`src/rtl/seg7_scan_mux.sv`:
```
// -----------------------------------------------------------------------------
// seg7_scan_mux
//   Time-multiplexes four 4-bit digit codes onto one shared 7-segment bus plus
//   four digit enables. The digit codes are captured once per frame so a digit
//   never changes partway through a scan. Each digit slot begins with a guard
//   interval that keeps every anode off, so the previous digit's segments do not
//   ghost onto the next one. The whole display can blink at a frame-based rate.
//
// Parameters
//   REFRESH_DIV   clk cycles per digit slot (>= GUARD_CYCLES+2)
//   GUARD_CYCLES  cycles at the start of each slot with all anodes off
//   BLINK_FRAMES  frames per blink half-period (>= 1)
//   SEG_ACT_LOW   1: seg outputs are active-low
//   AN_ACT_LOW    1: an outputs are active-low
//
// Ports
//   clk         in   system clock
//   rst_n       in   synchronous reset, active-low
//   digit3..0   in   digit codes, digit3 leftmost
//   lzb_en      in   leading-zero blanking enable (digit3, digit2 only)
//   blink_en    in   blink the whole display
//   seg         out  segments {g,f,e,d,c,b,a}
//   an          out  digit enables, an[i] drives digit i
//   frame_tick  out  1-cycle pulse in the cycle after the snapshot edge
// -----------------------------------------------------------------------------
module seg7_scan_mux #(
  parameter int REFRESH_DIV  = 50000,
  parameter int GUARD_CYCLES = 4,
  parameter int BLINK_FRAMES = 64,
  parameter int SEG_ACT_LOW  = 1,
  parameter int AN_ACT_LOW   = 1
) (
  input  logic       clk,
  input  logic       rst_n,
  input  logic [3:0] digit3,
  input  logic [3:0] digit2,
  input  logic [3:0] digit1,
  input  logic [3:0] digit0,
  input  logic       lzb_en,
  input  logic       blink_en,
  output logic [6:0] seg,
  output logic [3:0] an,
  output logic       frame_tick
);

  localparam int PW = (REFRESH_DIV > 2) ? $clog2(REFRESH_DIV) : 1;
  localparam int BW = (BLINK_FRAMES > 1) ? $clog2(BLINK_FRAMES) : 1;

  localparam logic [PW-1:0] PRESC_MAX  = PW'(REFRESH_DIV - 1);
  localparam logic [PW-1:0] GUARD_END  = PW'(GUARD_CYCLES);
  localparam logic [BW-1:0] BLINK_LAST = BW'(BLINK_FRAMES - 1);

  localparam logic [6:0] SEG_OFF = (SEG_ACT_LOW != 0) ? 7'h7F : 7'h00;
  localparam logic [3:0] AN_OFF  = (AN_ACT_LOW  != 0) ? 4'hF  : 4'h0;

  // Active-high glyph table; bit0 = segment a.
  function automatic logic [6:0] decode7(input logic [3:0] code);
    logic [6:0] s;
    case (code)
      4'h0: s = 7'h3F;
      4'h1: s = 7'h06;
      4'h2: s = 7'h5B;
      4'h3: s = 7'h4F;
      4'h4: s = 7'h66;
      4'h5: s = 7'h6D;
      4'h6: s = 7'h7D;
      4'h7: s = 7'h07;
      4'h8: s = 7'h7F;
      4'h9: s = 7'h6F;
      4'hA: s = 7'h50;  // 'r'
      4'hB: s = 7'h7C;  // 'b'
      4'hC: s = 7'h39;  // 'C'
      4'hD: s = 7'h5E;  // 'd'
      4'hE: s = 7'h79;  // 'E'
      default: s = 7'h00;  // 0xF is the blank glyph
    endcase
    return s;
  endfunction

  function automatic logic [6:0] seg_pol(input logic [6:0] s);
    return (SEG_ACT_LOW != 0) ? ~s : s;
  endfunction

  function automatic logic [3:0] an_pol(input logic [3:0] a);
    return (AN_ACT_LOW != 0) ? ~a : a;
  endfunction

  logic [PW-1:0]      presc_q, presc_d;
  logic [1:0]         idx_q, idx_d;
  logic [3:0][3:0]    snap_q, snap_d;
  logic [BW-1:0]      blink_cnt_q, blink_cnt_d;
  logic               phase_q, phase_d;     // 1 = display on
  logic               frame_tick_q, frame_tick_d;
  logic [3:0]         an_q, an_d;
  logic [6:0]         seg_q, seg_d;

  logic               presc_wrap;
  logic               frame_wrap;
  logic               lz_blank;
  logic [3:0]         cur_code;
  logic [3:0]         an_on;
  logic [6:0]         seg_on;

  // Slot timing, frame snapshot and blink phase
  always_comb begin
    presc_wrap   = (presc_q == PRESC_MAX);
    frame_wrap   = presc_wrap && (idx_q == 2'd3);

    presc_d      = presc_wrap ? '0 : presc_q + PW'(1);
    idx_d        = presc_wrap ? idx_q + 2'd1 : idx_q;
    snap_d       = frame_wrap ? {digit3, digit2, digit1, digit0} : snap_q;
    frame_tick_d = frame_wrap;

    blink_cnt_d  = blink_cnt_q;
    phase_d      = phase_q;
    if (!blink_en) begin
      // Leaving blink mode always restores a lit display immediately.
      blink_cnt_d = '0;
      phase_d     = 1'b1;
    end else if (frame_wrap) begin
      if (blink_cnt_q == BLINK_LAST) begin
        blink_cnt_d = '0;
        phase_d     = ~phase_q;
      end else begin
        blink_cnt_d = blink_cnt_q + BW'(1);
      end
    end
  end

  // Display decode: anode/segment values registered for the next cycle
  always_comb begin
    cur_code = snap_q[idx_q];
    // Leading zeros are blanked only on the two leftmost digits; the blank
    // still lights the anode so the scan duty stays uniform.
    lz_blank = lzb_en &&
               (((idx_q == 2'd3) && (snap_q[3] == 4'h0)) ||
                ((idx_q == 2'd2) && (snap_q[3] == 4'h0) && (snap_q[2] == 4'h0)));

    an_on  = 4'h0;
    seg_on = 7'h00;
    if ((presc_q >= GUARD_END) && phase_q) begin
      an_on  = 4'b0001 << idx_q;
      seg_on = lz_blank ? 7'h00 : decode7(cur_code);
    end

    an_d  = an_pol(an_on);
    seg_d = seg_pol(seg_on);
  end

  always_ff @(posedge clk) begin
    if (!rst_n) begin
      presc_q      <= '0;
      idx_q        <= 2'd0;
      snap_q       <= {4{4'hF}};
      blink_cnt_q  <= '0;
      phase_q      <= 1'b1;
      frame_tick_q <= 1'b0;
      an_q         <= AN_OFF;
      seg_q        <= SEG_OFF;
    end else begin
      presc_q      <= presc_d;
      idx_q        <= idx_d;
      snap_q       <= snap_d;
      blink_cnt_q  <= blink_cnt_d;
      phase_q      <= phase_d;
      frame_tick_q <= frame_tick_d;
      an_q         <= an_d;
      seg_q        <= seg_d;
    end
  end

  assign seg        = seg_q;
  assign an         = an_q;
  assign frame_tick = frame_tick_q;

endmodule

```
`config.mk`:
```
export PLATFORM = sky130hd
export DESIGN_NAME = seg7_scan_mux
export DESIGN_NICKNAME = d
export VERILOG_FILES = /design/src/rtl/seg7_scan_mux.sv
export SDC_FILE = /design/constraint.sdc
export NUM_CORES = 1
export LEC_CHECK = 0
export BUFFER_PORTS_ARGS = -buffer_cell sky130_fd_sc_hd__buf_2
export CAP_MARGIN = 20
export CORE_ASPECT_RATIO = 0.6
export CORE_UTILIZATION = 52
export DETAILED_ROUTE_END_ITERATION = 12
export HOLD_SLACK_MARGIN = 0.15
export PLACE_DENSITY = 0.75
export SKIP_LAST_GASP = 1
export SYNTH_ARGS = -nofsm -noshare
export SYNTH_HDL_FRONTEND = slang
export SYNTH_SLANG_ARGS = --single-unit
export TNS_END_PERCENT = 20
```
`constraint.sdc`:
```
create_clock -name clk -period 2 [get_ports clk]
set_input_delay 0.6 -clock clk [delete_from_list [all_inputs] [get_ports clk]]
set_output_delay 0.6 -clock clk [all_outputs]
set_load 0.02 [all_outputs]
```
==> results.py, run 1 <==
metrics = {
    "outcome": {
        "status": "completed",
    },
    "place": {
        "dp_hpwl_um": 4430,
        "io_buffers": 31,
        "gp_congestion": 0.874,
        "placed_cells": 393,
    },
    "cells_and_area": {
        "diodes": 0,
        "drive_above_1_share_pct": 20.1,
        "area_growth_syn_to_layout_pct": 13.0,
        "nFillCells": 421,
        "nNetsFinal": 371,
        "instances_no_fill": 401,
    },
    "timing": {
        "maxSlewViolCount": 0,
        "skew_ps": 4.96,
        "tns_ps": 0,
        "maxSlewHeadroom_pct": 75.4,
        "period_share_pct": 93.6,
        "rsz0062_at_grt": "false",
        "fmax_mhz": 534,
        "setup_viol": 0,
        "period_needed_ps": 1870,
        "tightest_slew_ps": 367,
        "hold_viol_final": 0,
    },
    "detailed_routing": {
        "route.vias.total": 2309,
        "dr.pass1.iters": 4,
        "viasPerCell": 5.76,
        "wl_um": 5870,
        "ant_nets": 0,
        "drt_iter0_markers": 129,
        "post-route-drc-count": 0,
        "wl_per_cell_um": 14.6,
    },
    "power": {
        "p_sw_share_pct": 21.5,
        "pwr-share-clk_pct": 36.8,
        "power_density_nw_per_um2": 589,
        "pwr-share-comb_pct": 3.3,
        "p_seq_share_pct": 59.9,
        "p_sw_w": 0.000383,
        "max-vdd-ir-drop_v": 0.000401,
        "p_leak_nw": 1.20,
        "p_int_w": 0.00140,
    },
    "worst_hold_path": {
        "whs_endpoint": "presc_q[0]",
        "holdPathStages": 1,
        "holdCritPathClass": "reg2reg",
        "hold_start": "presc_q[0]",
    },
    "clocking": {
        "post-cts-setup-buffer-count": 0,
        "clock_sinks": 53,
        "ctsHoldBuffers": 0,
        "cts-buffers-inserted": 5,
        "cts_tree": "built",
        "cts_max_path_buffers": 2,
        "cts_max_level": 2,
        "clk-insertion-delay-late_ps": 300,
        "root_buffer": "clkbuf_8",
        "cts.clk_slew.worst_paths_ps": 90,
    },
    "global_routing": {
        "grt_usage_pct": 22.8,
        "gr-total-overflow": 0,
        "grt_antenna_before_repair": 0,
        "grt_max_degree": 25,
        "grt_pass1_wl_um": 9400,
        "grt_pass1_vias": 1869,
    },
    "synthesis": {
        "synthTopCellsByArea": "dfxtp_1 40%, nand3_1 8.8%, ha_1 6.5%, o21ai_0 4.9%, mux4_2 3.4%",
        "avgSynthCellArea_um2": 8.84,
        "synth_warnings": 0,
        "syn_nets": 337,
        "netlist-cell-type-count": 47,
        "yosysTopAreaCell": "dfxtp_1",
        "ys_seq_area_share_pct": 39.6,
        "syn_inst": 303,
        "ys_ff_latch": 53,
        "ys_async_sr_fraction_pct": 0,
        "syn_area_um2": 2680,
        "yosysMostFrequentCell": "dfxtp_1",
        "synthFlopType": "dfxtp_1",
        "synth_edf_count": 0,
        "ys_top_cells_by_count": "53 x dfxtp_1, 47 x nand3_1, 26 x o21ai_0",
        "synth_top_area_share_pct": 39.6,
    },
    "floorplan": {
        "initial_core_util_pct": 56.3,
        "core_um2": 4750,
        "fp.dieArea_um2": 5450,
        "core.rowCount": 19,
        "ios": 32,
        "die_height_um": 57.6,
        "die_w_um": 94.6,
    },
    "critical_path": {
        "r2r-end": "seg[1]",
        "critPathArrivalTime_ps": 2050,
        "worstSetupEndpointType": "register",
        "required_ps": 2170,
        "cp_slowest_cell": "dfxtp_1",
        "critPathBufInv": 1,
        "cp_slowest_stage_delay_ps": 540,
        "crit_family": "flip-flops",
        "path_cells": "mux4_2, inv_1, ha_1, nor2b_1, o21ai_0, o211ai_1",
        "path_max_fanout": 9,
        "reg2reg_depth": 6,
        "r2r_start": "idx_q[1]",
        "path_class": "reg2reg",
        "r2r_slack_ps": 130,
        "startpoint_type": "register",
    },
    "flow_run": {
        "maxCapViolCount": 0,
    },
}
[flip-flops by register name, summed over array words and instances, names as in the netlist]
register and count:
snap_q 16, idx_q 2, frame_tick 1, an 4, seg 7, phase_q 1
blink_cnt_q 6, presc_q 16
[logic make-up (layout without fill, tap and decap cells)]
logic type	after synthesis	after routing	share of synthesized area (%)
buf+inv	30	65	5.19
simple gates	130	130	26.7
xor+xnor	11	11	3.60
flops	53	53	39.6
mux	13	13	6.78
fa+ha+maj	14	14	6.54
compound gates	52	52	11.5
[cell usage in the layout, fill, tap and decap left out, drive strengths merged, types with 2 or more instances in the layout]
| cell type | instances |
|---|---|
| and4 | 4 |
| or3 | 3 |
| dfxtp | 53 |
| nor3 | 8 |
| o211ai | 2 |
| nor4 | 5 |
| clkbuf | 7 |
| nor2b | 3 |
| mux4 | 4 |
| or2 | 2 |
| buf | 45 |
| and3 | 9 |
| xnor2 | 7 |
| nor2 | 18 |
| and2 | 2 |
| a21oi | 10 |
| inv | 12 |
| a31oi | 3 |
| mux2i | 8 |
| or4 | 2 |
| nand2 | 15 |
| xor2 | 4 |
| nand3 | 48 |
| nand4 | 9 |
| o21ai | 28 |
| ha | 14 |
[through the flow]
stage	total power (W)	area, um^2	hold WS, ps	utilization, %	worst slack [ps]
after global placement	0.00115	2920	453	61.5	178
after detailed placement	0.00115	2920	465	61.5	108
after global routing	0.00185	3030	516	63.6	6.23
after floorplan	0.00112	2680	438	-	35.3
after CTS	0.00179	3020	488	63.6	101
final	0.00178	3030	483	63.6	129
[worst reg2reg max path: stages, from the launching register on]
cell and delay [ps]:
dfxtp_1 540, mux4_2 410, inv_1 140, ha_1 270, nor2b_1 140, o21ai_0 150, o211ai_1 100
[worst max path at each step]
stage               startpoint  endpoint  slack, ps  cells after the start
global route          idx_q[1]    seg[1]          6                      6
detailed placement    idx_q[0]    seg[1]        110                      6
global placement      idx_q[0]    seg[1]        180                      6
CTS                   idx_q[0]    seg[1]        100                      6
finish                idx_q[1]    seg[1]        130                      6
floorplan             idx_q[0]    seg[1]         40                      7
[what timing repair did]
| item | 4_1_cts | 5_1_grt |
|---|---|---|
| gates resized for setup | 0 | 1 |
| hold endpoints to repair | 0 | 0 |
| endpoints found under the setup margin | 0 | 1 |
[per-layer routing]
layer | global-route usage, % | routed length (um)
met1 | 37.5 | 3210
met2 | 29.4 | 2260
met3 | 4.93 | 362
met4 | 4.98 | 36
met5 | 0 | 0
[final cells by class]
cell class                 count  area [um^2]  share of cell area, %
tap                           63         78.8                   2.61
clock inverter                 1         5.00                  0.165
multi-input combinational    220         1480                   48.8
inverter                      12         45.0                   1.49
sequential                    53         1060                   35.1
clock buffer                   7         96.3                   3.18
timing repair buffer          45          260                   8.60
[power by group through the flow]
stage	combinational (W)	clock [W]	sequential [W]
after floorplan	0.0000319	0	0.00109
after global placement	0.0000572	0	0.00109
after detailed placement	0.0000583	0	0.00109
after CTS	0.0000586	0.000668	0.00107
after global routing	0.0000659	0.000713	0.00107
final	0.0000589	0.000657	0.00107
Note: power is estimated with default switching activity, not from simulation.
==> inputs of run 2 (changes only) <==
ABC_AREA = 1   (was unset)
CORE_UTILIZATION = 58   (was 52)
PLACE_DENSITY = 0.79   (was 0.75)
clock period = 2.09 ns   (was 2 ns; I/O delays follow)
==> run 2 against run 1 <==
Effect of this change: routed wire length is 1.3% lower; critical path depth is 4 higher; cell count is 23% higher; highest routed layer unchanged; combinational power is 7.0% lower.
==> results.py, run 2 <==
metrics = {
    "synthesis": {
        "ys_seq_area_share_pct": 39.4,
        "syn_inst": 398,
        "ys_ff_latch": 53,
        "ys_top_cells_by_count": "129 x nand2_1, 53 x dfxtp_1, 50 x nand3_1",
        "avgSynthCellArea_um2": 6.77,
        "synthTopCellsByArea": "dfxtp_1 39%, nand2_1 18%, nand3_1 9.3%, ha_1 6.5%, inv_1 5.7%",
        "synth_warnings": 0,
        "yosysMostFrequentCell": "nand2_1",
        "netlist-cell-type-count": 27,
        "synth_edf_count": 0,
        "ys_async_sr_fraction_pct": 0,
        "synth_top_area_share_pct": 39.4,
        "syn_nets": 432,
        "synthFlopType": "dfxtp_1",
        "syn_area_um2": 2690,
        "yosysTopAreaCell": "dfxtp_1",
    },
    "floorplan": {
        "ios": 32,
        "initial_core_util_pct": 63.0,
        "die_w_um": 90.0,
        "core_um2": 4280,
        "fp.dieArea_um2": 4930,
        "die_height_um": 54.8,
        "core.rowCount": 18,
    },
    "critical_path": {
        "worstSetupEndpointType": "register",
        "path_class": "reg2reg",
        "startpoint_type": "register",
        "required_ps": 2330,
        "path_max_fanout": 9,
        "critPathArrivalTime_ps": 2150,
    },
    "global_routing": {
        "grt_usage_pct": 25.4,
        "grt_max_degree": 19,
        "grt_pass1_wl_um": 9790,
        "grt_pass1_vias": 2170,
        "gr-total-overflow": 0,
        "grt_antenna_before_repair": 0,
    },
    "cells_and_area": {
        "multi_input_area_um2": 1420,
        "mostFrequentLayoutCells": "129 x nand2_1, 52 x dfxtp_1, 50 x nand3_1",
        "area_growth_syn_to_layout_pct": 12.0,
        "instances_no_fill": 495,
        "diodes": 0,
        "nNetsFinal": 468,
        "regArea_um2": 1060,
        "nFillCells": 375,
        "drive_above_1_share_pct": 12.6,
        "final_area_um2": 3020,
        "final_common_cell": "nand2_1",
    },
    "place": {
        "place_area_um2": 2930,
        "gp_congestion": 0.950,
        "dp_slack_ps": 128,
        "dp_hpwl_um": 4400,
        "placed_cells": 487,
        "io_buffers": 31,
    },
    "power": {
        "p_leak_nw": 1.42,
        "p_int_w": 0.00127,
        "p_sw_share_pct": 22.1,
        "power_density_nw_per_um2": 541,
        "max-vdd-ir-drop_v": 0.000372,
        "pwr-share-comb_pct": 3.4,
        "p_seq_share_pct": 62.5,
        "p_sw_w": 0.000361,
        "pwr-share-clk_pct": 34.1,
    },
    "detailed_routing": {
        "wl_per_cell_um": 11.7,
        "drt_iter0_markers": 141,
        "route.vias.total": 2569,
        "post-route-drc-count": 0,
        "dr.pass1.iters": 5,
        "viasPerCell": 5.19,
        "wl_um": 5800,
        "ant_nets": 0,
    },
    "clocking": {
        "root_buffer": "clkbuf_8",
        "clk-insertion-delay-late_ps": 300,
        "cts.clk_slew.worst_paths_ps": 90,
        "cts_max_path_buffers": 2,
        "cts-buffers-inserted": 5,
        "ctsHoldBuffers": 0,
        "clock_sinks": 53,
        "cts_tree": "built",
        "cts_max_level": 2,
    },
    "outcome": {
        "status": "completed",
    },
    "timing": {
        "maxSlewViolCount": 0,
        "skew_ps": 4.50,
        "hold_ws_ps": 487,
        "hold_viol_final": 0,
        "maxSlewHeadroom_pct": 62.4,
        "setup_viol": 0,
        "rsz0062_at_grt": "false",
        "tns_ps": 0,
        "worst_slack_ps": 186,
        "period_share_pct": 91.1,
        "fmax_mhz": 525,
        "tightest_slew_ps": 560,
        "period_needed_ps": 1900,
    },
    "worst_hold_path": {
        "holdCritPathClass": "reg2reg",
    },
    "flow_run": {
        "maxCapViolCount": 0,
    },
}
-- run 2: final timing paths --
kind               from         end  slack (ps)  depth (start not counted)
max            idx_q[1]      seg[3]         190                         10
min          presc_q[0]  presc_q[0]         490                          1
max reg2reg    idx_q[1]      seg[3]         190                         10
min reg2reg  presc_q[0]  presc_q[0]         490                          1
-- run 2: power by group through the flow --
stage	Combinational (W)	Clock, W	Sequential (W)
floorplan	0.0000274	0	0.00104
global placement	0.0000537	0	0.00104
detailed placement	0.0000547	0	0.00104
CTS	0.0000549	0.000562	0.00102
global route	0.0000640	0.000610	0.00102
finish	0.0000548	0.000557	0.00102
-- run 2: layout make-up --
class | count | area share, %
clock inverters | 2 | 0.332
inverters | 44 | 5.47
multi-input cells | 293 | 47.0
repair buffers | 37 | 7.05
clock buffers | 6 | 2.41
flip-flops and latches | 53 | 35.2
well taps | 60 | 2.49
-- run 2: per-stage QoR --
step / util [%] / power [W]
after global routing: 70.5 / 0.00170
after global placement: 68.5 / 0.00110
final: 70.5 / 0.00163
after detailed placement: 68.5 / 0.00110
after CTS: 70.5 / 0.00164
after floorplan: - / 0.00107
-- run 2: repair_timing --
| item | 4_1_cts | 5_1_grt |
|---|---|---|
| buffers inserted | 0 | 0 |
| resized for setup | 0 | 1 |
| hold endpoints to repair | 0 | 0 |
| endpoints found under the setup margin | 0 | 5 |
-- run 2: per-layer routing --
layer / up-vias / global-route usage, % / part of all wire (%)
li1: 1336 / - / -
met5: - / 0 / 0
met3: 6 / 5.97 / 7.6
met1: 1124 / 38.2 / 53
met2: 103 / 37.4 / 39
met4: 0 / 3.76 / 0.69
-- run 2: kinds of logic after synthesis --
| group | count (synthesis) | synth area share [%] |
|---|---|---|
| AND/OR/NAND/NOR | 240 | 37.8 |
| flip-flops | 53 | 39.4 |
| buffers and inverters | 52 | 7.94 |
| AO/OA/AOI/OAI | 35 | 7.06 |
| adder cells (fa/ha/maj) | 14 | 6.50 |
| XOR/XNOR | 4 | 1.30 |
-- run 2: critical path, stage by stage, from the launching register on --
cell and delay (ps):
dfxtp_1 550, clkinv_1 210, o211ai_1 130, nand2_1 180, inv_1 170, ha_1 270
inv_1 90, nand2_1 50, nand2_1 80, nand2_1 40, nand3_1 70
